[src/rtl/sc_cpu_pkg.sv]
// rtl/sc_cpu_pkg.sv - shared types and constants for the single-cycle CPU fetch path
package sc_cpu_pkg;

    typedef enum logic [1:0] {
        FETCH = 2'd0,
        EXEC  = 2'd1,
        HALT  = 2'd2
    } state_t;

    localparam int OP_MSB    = 31;
    localparam int OP_LSB    = 26;
    localparam int RS_MSB    = 25;
    localparam int RS_LSB    = 21;
    localparam int RT_MSB    = 20;
    localparam int RT_LSB    = 16;
    localparam int RD_MSB    = 15;
    localparam int RD_LSB    = 11;
    localparam int SHAMT_MSB = 10;
    localparam int SHAMT_LSB = 6;
    localparam int FUNC_MSB  = 5;
    localparam int FUNC_LSB  = 0;
    localparam int IMM_MSB   = 15;
    localparam int IMM_LSB   = 0;
    localparam int INDEX_MSB = 25;

    localparam logic [31:0] SYSCALL_EXIT = 32'd10;

    // Word offset of a branch: sign-extend and scale by 4.
    function automatic logic [31:0] branch_offset(input logic [15:0] imm);
        return {{14{imm[15]}}, imm, 2'b00};
    endfunction

endpackage

[src/rtl/sc_next_pc.sv]
// rtl/sc_next_pc.sv - combinational next-PC priority mux (JR > J/JAL > branch > sequential)
module sc_next_pc
    import sc_cpu_pkg::*;
(
    input  logic [31:0] pc_plus4,
    input  logic [25:0] instr_index,
    input  logic [15:0] imm16,
    input  logic [31:0] rs_data,
    input  logic        jr,
    input  logic        jmp,
    input  logic        jal,
    input  logic        beq,
    input  logic        bne,
    input  logic        blez,
    input  logic        equal,
    input  logic        rs_lez,
    output logic [31:0] next_pc
);

    logic        taken;
    logic [31:0] branch_target;
    logic [31:0] jump_target;

    assign taken         = (beq & equal) | (bne & ~equal) | (blez & rs_lez);
    assign branch_target = pc_plus4 + branch_offset(imm16);
    assign jump_target   = {pc_plus4[31:28], instr_index, 2'b00};

    always_comb begin
        next_pc = pc_plus4;
        if (jr) begin
            next_pc = {rs_data[31:2], 2'b00};
        end else if (jmp || jal) begin
            next_pc = jump_target;
        end else if (taken) begin
            next_pc = branch_target;
        end
    end

endmodule

[src/rtl/sc_fetch_sequencer.sv]
// rtl/sc_fetch_sequencer.sv - FETCH/EXEC/HALT sequencer with PC register and retire counter
module sc_fetch_sequencer
    import sc_cpu_pkg::*;
#(
    parameter logic [31:0] RESET_PC = 32'h0000_0000,
    parameter int          IMEM_AW  = 10
) (
    input  logic               CLK,
    input  logic               RST_N,
    input  logic [31:0]        Instr,
    input  logic               Beq,
    input  logic               Bne,
    input  logic               BLEZ,
    input  logic               JMP,
    input  logic               JR,
    input  logic               JAL,
    input  logic               SysCALL,
    input  logic               Equal,
    input  logic               RsLEZ,
    input  logic [31:0]        RsData,
    input  logic               SysHalt,
    input  logic               Stall,
    input  logic               Go,
    output logic [IMEM_AW-1:0] IMemAddr,
    output logic               IMemRd,
    output logic [5:0]         OP,
    output logic [5:0]         Func,
    output logic [4:0]         Rs,
    output logic [4:0]         Rt,
    output logic [4:0]         Rd,
    output logic [4:0]         Shamt,
    output logic [15:0]        Imm16,
    output logic [31:0]        PC,
    output logic [31:0]        PCPlus4,
    output logic               ExecEn,
    output logic               Halted,
    output logic [31:0]        InstrCount
);

    state_t      state, state_next;
    logic [31:0] pc_q;
    logic [31:0] count_q;
    logic [31:0] next_pc;
    logic        commit;
    logic        exit_call;

    assign OP    = Instr[OP_MSB:OP_LSB];
    assign Rs    = Instr[RS_MSB:RS_LSB];
    assign Rt    = Instr[RT_MSB:RT_LSB];
    assign Rd    = Instr[RD_MSB:RD_LSB];
    assign Shamt = Instr[SHAMT_MSB:SHAMT_LSB];
    assign Func  = Instr[FUNC_MSB:FUNC_LSB];
    assign Imm16 = Instr[IMM_MSB:IMM_LSB];

    assign PC         = pc_q;
    assign PCPlus4    = pc_q + 32'd4;
    assign IMemAddr   = pc_q[IMEM_AW+1:2];
    assign InstrCount = count_q;

    assign commit    = (state == EXEC) && !Stall;
    assign exit_call = SysCALL && SysHalt;

    sc_next_pc u_next_pc (
        .pc_plus4    (PCPlus4),
        .instr_index (Instr[INDEX_MSB:0]),
        .imm16       (Imm16),
        .rs_data     (RsData),
        .jr          (JR),
        .jmp         (JMP),
        .jal         (JAL),
        .beq         (Beq),
        .bne         (Bne),
        .blez        (BLEZ),
        .equal       (Equal),
        .rs_lez      (RsLEZ),
        .next_pc     (next_pc)
    );

    always_comb begin
        state_next = state;
        IMemRd     = 1'b0;
        ExecEn     = 1'b0;
        Halted     = 1'b0;
        case (state)
            FETCH: begin
                IMemRd     = 1'b1;
                state_next = EXEC;
            end
            EXEC: begin
                ExecEn = !Stall;
                if (!Stall) begin
                    state_next = exit_call ? HALT : FETCH;
                end
            end
            HALT: begin
                Halted = 1'b1;
                if (Go) begin
                    state_next = FETCH;
                end
            end
            default: state_next = FETCH;
        endcase
    end

    always_ff @(posedge CLK or negedge RST_N) begin
        if (!RST_N) begin
            state   <= FETCH;
            pc_q    <= RESET_PC;
            count_q <= 32'd0;
        end else begin
            state <= state_next;
            if (commit) begin
                // An exit syscall still advances past itself so Go resumes at the next word.
                pc_q    <= exit_call ? PCPlus4 : next_pc;
                count_q <= count_q + 32'd1;
            end
        end
    end

endmodule

[config.mk]
export PLATFORM = sky130hd
export DESIGN_NAME = sc_fetch_sequencer
export DESIGN_NICKNAME = d
export VERILOG_FILES = /design/src/rtl/sc_cpu_pkg.sv /design/src/rtl/sc_next_pc.sv /design/src/rtl/sc_fetch_sequencer.sv
export SDC_FILE = /design/constraint.sdc
export NUM_CORES = 1
export LEC_CHECK = 0
export BUFFER_PORTS_ARGS = -buffer_cell sky130_fd_sc_hd__clkbuf_2
export CAP_MARGIN = 5
export CORE_MARGIN = 2
export CORE_UTILIZATION = 50
export CTS_CLUSTER_DIAMETER = 40
export DETAILED_ROUTE_END_ITERATION = 8
export GPL_ROUTABILITY_DRIVEN = 0
export HOLD_SLACK_MARGIN = 0.1
export PLACE_DENSITY = 0.82
export SKIP_LAST_GASP = 1
export SYNTH_ARGS = -nofsm -noshare
export SYNTH_HDL_FRONTEND = slang
export SYNTH_SLANG_ARGS = --single-unit
[constraint.sdc]
create_clock -name CLK -period 9.6 [get_ports CLK]
set_clock_uncertainty 0.05 [all_clocks]
set_input_delay 1.92 -clock CLK [delete_from_list [all_inputs] [get_ports CLK]]
set_output_delay 1.92 -clock CLK [all_outputs]
set_load 0.005 [all_outputs]
; Word-level counts from Yosys, hierarchy flattened
; Cells that the tools add are included.
[word_totals]
regBits = 66
input_bits = 78
output_inout_bits = 157
elab_cells = 33
[classes]
add_sub_neg = 3
eq_ne = 4
mux = 11
bitwise_logic = 6
reduce_logical = 6
[ops]
columns = cell, n
row1 = $mux 32, 4
row2 = $add 32x1->32 const B, 1
row3 = $add 32x3->32 const B, 1
row4 = $add 32x32->32, 1
row5 = $mux 2, 3
row6 = $pmux 2 s3, 1
row7 = $ne 2x2->1 const B, 2
row8 = $and 1x1->1, 3
row9 = $mux 1, 3
row10 = $eq 2x1->1 const B, 1
row11 = $eq 2x2->1 const B, 1
row12 = $logic_and 1x1->1, 2
row13 = $logic_not 2->1, 1
row14 = $or 1x1->1, 2
row15 = $reduce_and 2->1, 1
row16 = $logic_not 1->1, 1
row17 = $logic_or 1x1->1, 1
row18 = $not 1->1, 1

; Depth between registers and ports, before layout
; Gate-level depths: netlist (run 1).
[depth]
word_depth = 8
mapped_depth = 17
ltp_nobuf = 15

; Modules after synthesis
; From an unflattened synthesis (run 1), not the netlist that was laid out.
[hier_totals]
hier_cells = 938
hier_area_um2 = 7133.1
[modules_own_cells]
columns = mod, instances, cells_each, area_per_inst_um2
row1 = sc_fetch_sequencer, 1, 509, 4434.3
row2 = sc_next_pc, 1, 429, 2698.8

; Worst setup path after synthesis (run 1)
; OpenSTA, ideal clock, no wires.
[synth_timing]
path_kind = in2out
start = in Stall
end = out ExecEn
arrival_ns = 2.807
slack_ns = 4.823
stages = 4
path_cell_list = or3b_1 -> buf_6 -> clkinv_1 -> clkbuf_1
[synth_between]
elab_chain_len = 2
[synth_lines]
columns = element, line_no
row1 = from (decl), sc_fetch_sequencer.sv:22  ; input logic Stall,
row2 = $logic_not 1->1, -
row3 = $mux 1, sc_fetch_sequencer.sv:84  ; case (state)
row4 = to (decl), sc_fetch_sequencer.sv:35  ; output logic ExecEn,
; Every way passes these cells.

; Worst setup path after layout (run 1)
; Ends and elaborated chain as after synthesis.

==> results of run 1 <==
## how the worst min path moves through the flow
stage,startpoint,endpoint,depth (start not counted)
detailed placement,state[1],state[0],1
CTS,state[1],state[0],1
global route,state[1],state[0],1
finish,state[1],state[0],1
floorplan,state[1],state[0],1
global placement,state[1],state[0],1
## routing by layer
layer | vias to the layer above | track usage [%] | wire length (um)
met4 | 0 | 11.1 | 758
met3 | 70 | 6.85 | 2070
met5 | - | 0 | 0
met2 | 421 | 46.5 | 9410
met1 | 3144 | 38.8 | 8410
li1 | 3093 | - | -
## metrics by stage
stage / cells / util, % / instance area, sq um / hold WS (ns)
after CTS: 1107 / 59.3 / 7420 / 0.420
after floorplan: 794 / - / 6380 / 0.388
final: 1107 / 59.3 / 7420 / 0.420
after detailed placement: 1091 / 56.4 / 7060 / 0.412
after global placement: 1091 / 56.4 / 7060 / 0.407
after global routing: 1107 / 59.3 / 7420 / 0.450
## state kept, by name (all words and copies together), names as in the netlist
register	count
state	2
InstrCount	32
PC	30
## critical path, cell delays in order
cell	delay [ns]
clkbuf_2	0.09
or3b_1	0.10
buf_4	0.44
clkinv_1	0.21
clkbuf_2	0.16
## cell usage in the layout (no fill, tap or decap), types with 5 or more instances in the layout
cell type  instances
a211oi_1           5
o211ai_1          12
buf_4              7
nor2_1            53
and4_1             5
clkbuf_16          9
o21ai_0           47
clkbuf_2         216
inv_1             20
nor3_1             6
nand2_1           74
o22ai_1            9
nand3_1           51
a21oi_1           68
a21o_1            12
ha_1              37
nand2b_1           5
xnor2_1           59
and3_1            15
o221ai_1           9
dfrtp_1           64
nand4_1           13
xor2_1            22
a31oi_1           15
and2_1             7
a221oi_1           9
## power breakdown
| group | internal, mW | total [mW] | switching [mW] |
|---|---|---|---|
| clock | 0.257 | 0.398 | 0.140 |
| combinational | 0.329 | 0.770 | 0.441 |
| sequential | 0.316 | 0.401 | 0.0851 |
| total | 0.903 | 1.57 | 0.666 |
## cells by family after synthesis
family                   synth area share [%]
AO/OA/AOI/OAI                            24.0
XOR/XNOR                                 11.4
adder cells (fa/ha/maj)                  7.59
buffers and inverters                    11.6
flip-flops                               25.2
multiplexers                            0.806
other                                  0.0589
AND/OR/NAND/NOR                          19.3
## cell type report
cell class | instances | area (sq um)
clock buffer | 9 | 225
clock inverter | 7 | 128
fill | 1185 | 5100
inverter | 21 | 78.8
multi-input combinational | 611 | 4040
sequential | 64 | 1600
tap | 172 | 215
timing repair buffer | 223 | 1130
==> impl_metrics.csv, run 1 <==
group,metric,value,unit
clocking,cts_setup_buffers,0,
global_routing,grt_antenna_before_repair,0,
sta,post-route-min-period,4.92,ns
synthesis,yosysMostFrequentCell,"nand2_1",
die,ioPinCount,235,
power,p_leak,3.54,nW
sta,relSlewSlack,28.3,%
routing,route.detailed.drc,0,
clocking,cts_resized,0,
synthesis,synthDominantCellAreaShare,25.2,%
synthesis,synth_cell_types,71,
flow_run,max_cap_violations,0,
clocking,cts.clk_slew.worst_paths,0.06,ns
final_layout,nNetsFinal,1046,
run_status,status,"complete, no violations",
die,rows,41,
global_routing,track_usage,29.3,%
sta,drv_slew,0,
synthesis,async_flop_share,100,%
power,p_total,1.57,mW
final_layout,antennaDiodeCount,0,
clocking,clock-root-buffer,"clkbuf_16",
final_layout,area_growth,16.5,%
die,start_util,50.9,%
synthesis,synth_edf_count,0,
sta,rsz0062_at_grt,"false",
clocking,hold_buffers,0,
setup_path,reg2reg_slack,4.98,ns
power,p_per_area,212,nW/um^2
sta,hold_viol_final,0,
sta,fin_setup_tns,0,ns
power,peakVddDrop,0.103,mV
global_routing,grt_pass1_vias,5967,
clocking,cts_tree,"built",
synthesis,syn_avg_cell_area,8.05,sq um
setup_path,r2r-start,"PC[2]",
global_routing,grt_overflow,0,
die,die_h,117,um
setup_path,r2r_cells,15,
synthesis,synth.area.top_cells,"dfrtp_1 (25%), xnor2_1 (8.1%), buf_4 (7.9%), ha_1 (7.3%), a21oi_1 (5.3%)",
placement,port_buffers,216,
synthesis,synth_top_area_cell,"dfrtp_1",
sta,max_freq,203,MHz
min_path,worstHoldPathType,"flip-flop to flip-flop",
sta,setup_ws,4.68,ns
synthesis,netlist_top_cells_count,"nand2_1 (74), a21oi_1 (68), buf_4 (67)",
clocking,clkSinkCount,64,
routing,wl_per_cell,18.7,um
synthesis,ys.flop_type,"dfrtp_1",
final_layout,drive_gt1_share,27.9,%
die,core_area,12500,sq um
synthesis,synth-seq-cells,64,
global_routing,grt_first_pass_wirelength,31100,um
clocking,insertion_delay,0.34,ns
placement,pre_cts_ws,4.71,ns
setup_path,setup.worst_path.start,"Stall",
routing,ant_nets,0,
setup_path,reg2reg_to,"PC[31]",
setup_path,crit_end,"ExecEn",
setup_path,required,7.63,ns
synthesis,synthesis.area,6370,sq um
die,die_x,117,um
clocking,cts.path.max_buffers,2,
global_routing,grt_max_degree,65,
setup_path,crit_type,"input port to output pin",
clocking,htreeDepth,3,
sta,worst_slew_pin_slew,1.07,ns
routing,dr_total_vias,6728,
setup_path,cp-start-kind,"input port",
clocking,cts-buffers-inserted,9,
setup_path,arrival,2.95,ns
die,die_area,13700,sq um
setup_path,cp-end-kind,"output pin",
routing,drtIter0Drc,740,
synthesis,synthCells,791,
routing,firstDrtPassIters,6,
sta,setup_violations,0,
synthesis,yosysSeqAreaShare,25.2,%
routing,via_per_inst,6.08,
sta,finalCritPeriodShare,51.3,%
routing,routed_wl,20700,um
synthesis,synth-warning-count,0,
placement,hpwlAfterDp,14800,um
setup_path,crit_fanout,45,
Power figures use the tool's default switching activity.
==> run 2, diff against run 1 <==
--- a/config.mk
+++ b/config.mk
@@ -8,12 +8,12 @@
 export BUFFER_PORTS_ARGS = -buffer_cell sky130_fd_sc_hd__clkbuf_2
 export CAP_MARGIN = 5
 export CORE_MARGIN = 2
-export CORE_UTILIZATION = 50
+export CORE_UTILIZATION = 46
 export CTS_CLUSTER_DIAMETER = 40
 export DETAILED_ROUTE_END_ITERATION = 8
 export GPL_ROUTABILITY_DRIVEN = 0
 export HOLD_SLACK_MARGIN = 0.1
-export PLACE_DENSITY = 0.82
+export PLACE_DENSITY = 0.79
 export SKIP_LAST_GASP = 1
 export SYNTH_ARGS = -nofsm -noshare
 export SYNTH_HDL_FRONTEND = slang
==> constraint.sdc (replaced) <==
create_clock -name CLK -period 4 [get_ports CLK]
set_clock_uncertainty 0.05 [all_clocks]
set_input_delay 0.8 -clock CLK [delete_from_list [all_inputs] [get_ports CLK]]
set_output_delay 0.8 -clock CLK [all_outputs]
set_load 0.005 [all_outputs]
==> run 2 against run 1 <==
  * Total power grew to 2.5 times the previous value
  * Hold slack worse by 0.011 ns
  * Non-clock buffer count is 51 higher
  * Die area is 8.4% higher
  * Final cell count is 5.0% higher
  * First-iteration DRC count is 0.68% lower
  * Critical path depth is 10 higher
  * Via count is 1.5% higher
  * Sequential share of layout area is 1.3 points lower
  * Global-route usage is 1.5 points lower
  * Core utilization is 0.30 points lower
  * Final area is 6.5% higher
  * Largest cell class unchanged
  * Highest routed layer unchanged
==> impl_metrics.csv, run 2 (same netlist as run 1, synthesis figures left out) <==
group,metric,value,unit
placement,hpwlAfterDp,16000,um
final_layout,nNetsFinal,1097,
setup_path,crit_buf_inv,0,
setup_path,r2r-start,"PC[3]",
setup_path,crit_type,"flip-flop to flip-flop",
sta,worst_slew_pin_slew,0.663,ns
die,rows,42,
final_layout,largest_register_ffs,32,
die,die_x,122,um
clocking,cts-buffers-inserted,9,
sta,post-route-min-period,3.80,ns
final_layout,post-route-util,59.0,%
placement,placed_cell_area,7430,sq um
clocking,cts.clk_slew.worst_paths,0.06,ns
clocking,cts.path.max_buffers,2,
setup_path,crit_top_cell,"ha_1",
setup_path,max_stage_delay,0.40,ns
setup_path,reg2reg_to,"PC[31]",
setup_path,arrival,3.96,ns
clocking,clkSinkCount,64,
run_status,status,"complete, no violations",
global_routing,grt_max_degree,41,
sta,finalCritPeriodShare,95.0,%
die,ioPinCount,235,
final_layout,fin_area,7900,sq um
clocking,clock-root-buffer,"clkbuf_16",
setup_path,crit_family,"compound AO/OA/AOI/OAI gates",
setup_path,crit_fanout,6,
clocking,htreeDepth,3,
sta,setup_ws,0.199,ns
die,die_h,122,um
sta,setup_violations,0,
power,peakVddDrop,0.240,mV
routing,firstDrtPassIters,8,
final_layout,final_cell_mix,"clkbuf_2 (216), nand2_1 (74), a21oi_1 (67)",
global_routing,track_usage,27.7,%
power,p_per_area,504,nW/um^2
clocking,insertion_delay,0.34,ns
placement,place_inst,1143,
final_layout,antennaDiodeCount,0,
die,start_util,47.5,%
sta,relSlewSlack,55.8,%
final_layout,fin_cells,1162,
min_path,worstHoldPathType,"flip-flop to flip-flop",
die,core_area,13400,sq um
routing,via_per_inst,5.88,
global_routing,grt_pass1_vias,6175,
setup_path,r2r_cells,15,
routing,wl_per_cell,18.3,um
global_routing,grt_antenna_before_repair,0,
global_routing,grt_overflow,0,
final_layout,drive_gt1_share,33.1,%
sta,rsz0062_at_grt,"false",
setup_path,slowest_stage,"dfrtp_1",
setup_path,required,4.16,ns
power,p_leak,3.85,nW
die,die_area,14800,sq um
routing,drtIter0Drc,735,
placement,pre_cts_ws,0.193,ns
flow_run,max_cap_violations,0,
setup_path,setup.worst_path.start,"PC[3]",
sta,hold_viol_final,0,
final_layout,area_growth,24.1,%
setup_path,cp-start-kind,"flip-flop",
sta,drv_slew,0,
setup_path,reg2reg_slack,0.20,ns
setup_path,cp-end-kind,"flip-flop",
final_layout,nFillCells,1238,
power,p_total,3.98,mW
setup_path,crit_end,"PC[31]",
sta,whs,0.409,ns
placement,port_buffers,216,
sta,max_freq,263,MHz
routing,route.detailed.drc,0,
clocking,cts_tree,"built",
routing,ant_nets,0,
routing,routed_wl,21200,um
final_layout,final_common_cell,"clkbuf_2",
setup_path,cp_cell_sequence,"ha_1 -> nand2_1 -> nor3_4 -> and2_4 -> nand4_1 -> xnor2_1 -> ha_1 -> a21o_1 -> a211o_1 -> a31oi_1 -> nand3_1 -> a21oi_1 -> xnor2_2 -> a2111oi_2 -> a311o_1",
routing,dr_total_vias,6831,
setup_path,crit_cells,15,
global_routing,grt_first_pass_wirelength,32100,um
sta,fin_setup_tns,0,ns
## run 2: changes by cell type in the layout (fill, tap and decap cells not counted), sizes merged
cell  change
buf      +51
## run 2: routing by layer
| layer | global-route usage [%] | wire, um | vias up |
|---|---|---|---|
| li1 | - | - | 3201 |
| met1 | 38.9 | 9060 | 3147 |
| met2 | 42.1 | 9360 | 426 |
| met3 | 4.59 | 2090 | 57 |
| met4 | 11.9 | 735 | 0 |
| met5 | 0 | 0 | - |
## run 2: report_power, final
group	leakage [nW]	switching, mW	internal [mW]
logic	2.86	1.18	0.947
clock network	0.172	0.328	0.618
registers	0.816	0.155	0.760
total	3.85	1.66	2.33
## run 2: what timing repair did
action / in CTS / in global routing
endpoints found under the setup margin: 0 / 9
buffers inserted: 0 / 3
hold buffers: 0 / 0
gates resized for setup: 0 / 16
## run 2: layout make-up
class	count	area (sq um)	area share, %
flip-flops and latches	64	1600	20.3
clock inverters	7	128	1.62
multi-input cells	611	4130	52.3
well taps	176	220	2.79
inverters	21	78.8	0.998
clock buffers	9	225	2.85
repair buffers	274	1520	19.2
## run 2: worst min-delay path by stage
stage                   startpoint             end  slack, ns  cells past startpoint
detailed placement        state[1]        state[0]       0.41                      1
floorplan                 state[1]        state[0]       0.39                      1
finish                    state[1]        state[0]       0.41                      1
global route        InstrCount[12]  InstrCount[12]       0.45                      1
global placement          state[1]        state[0]       0.39                      1
CTS                       state[1]        state[0]       0.41                      1
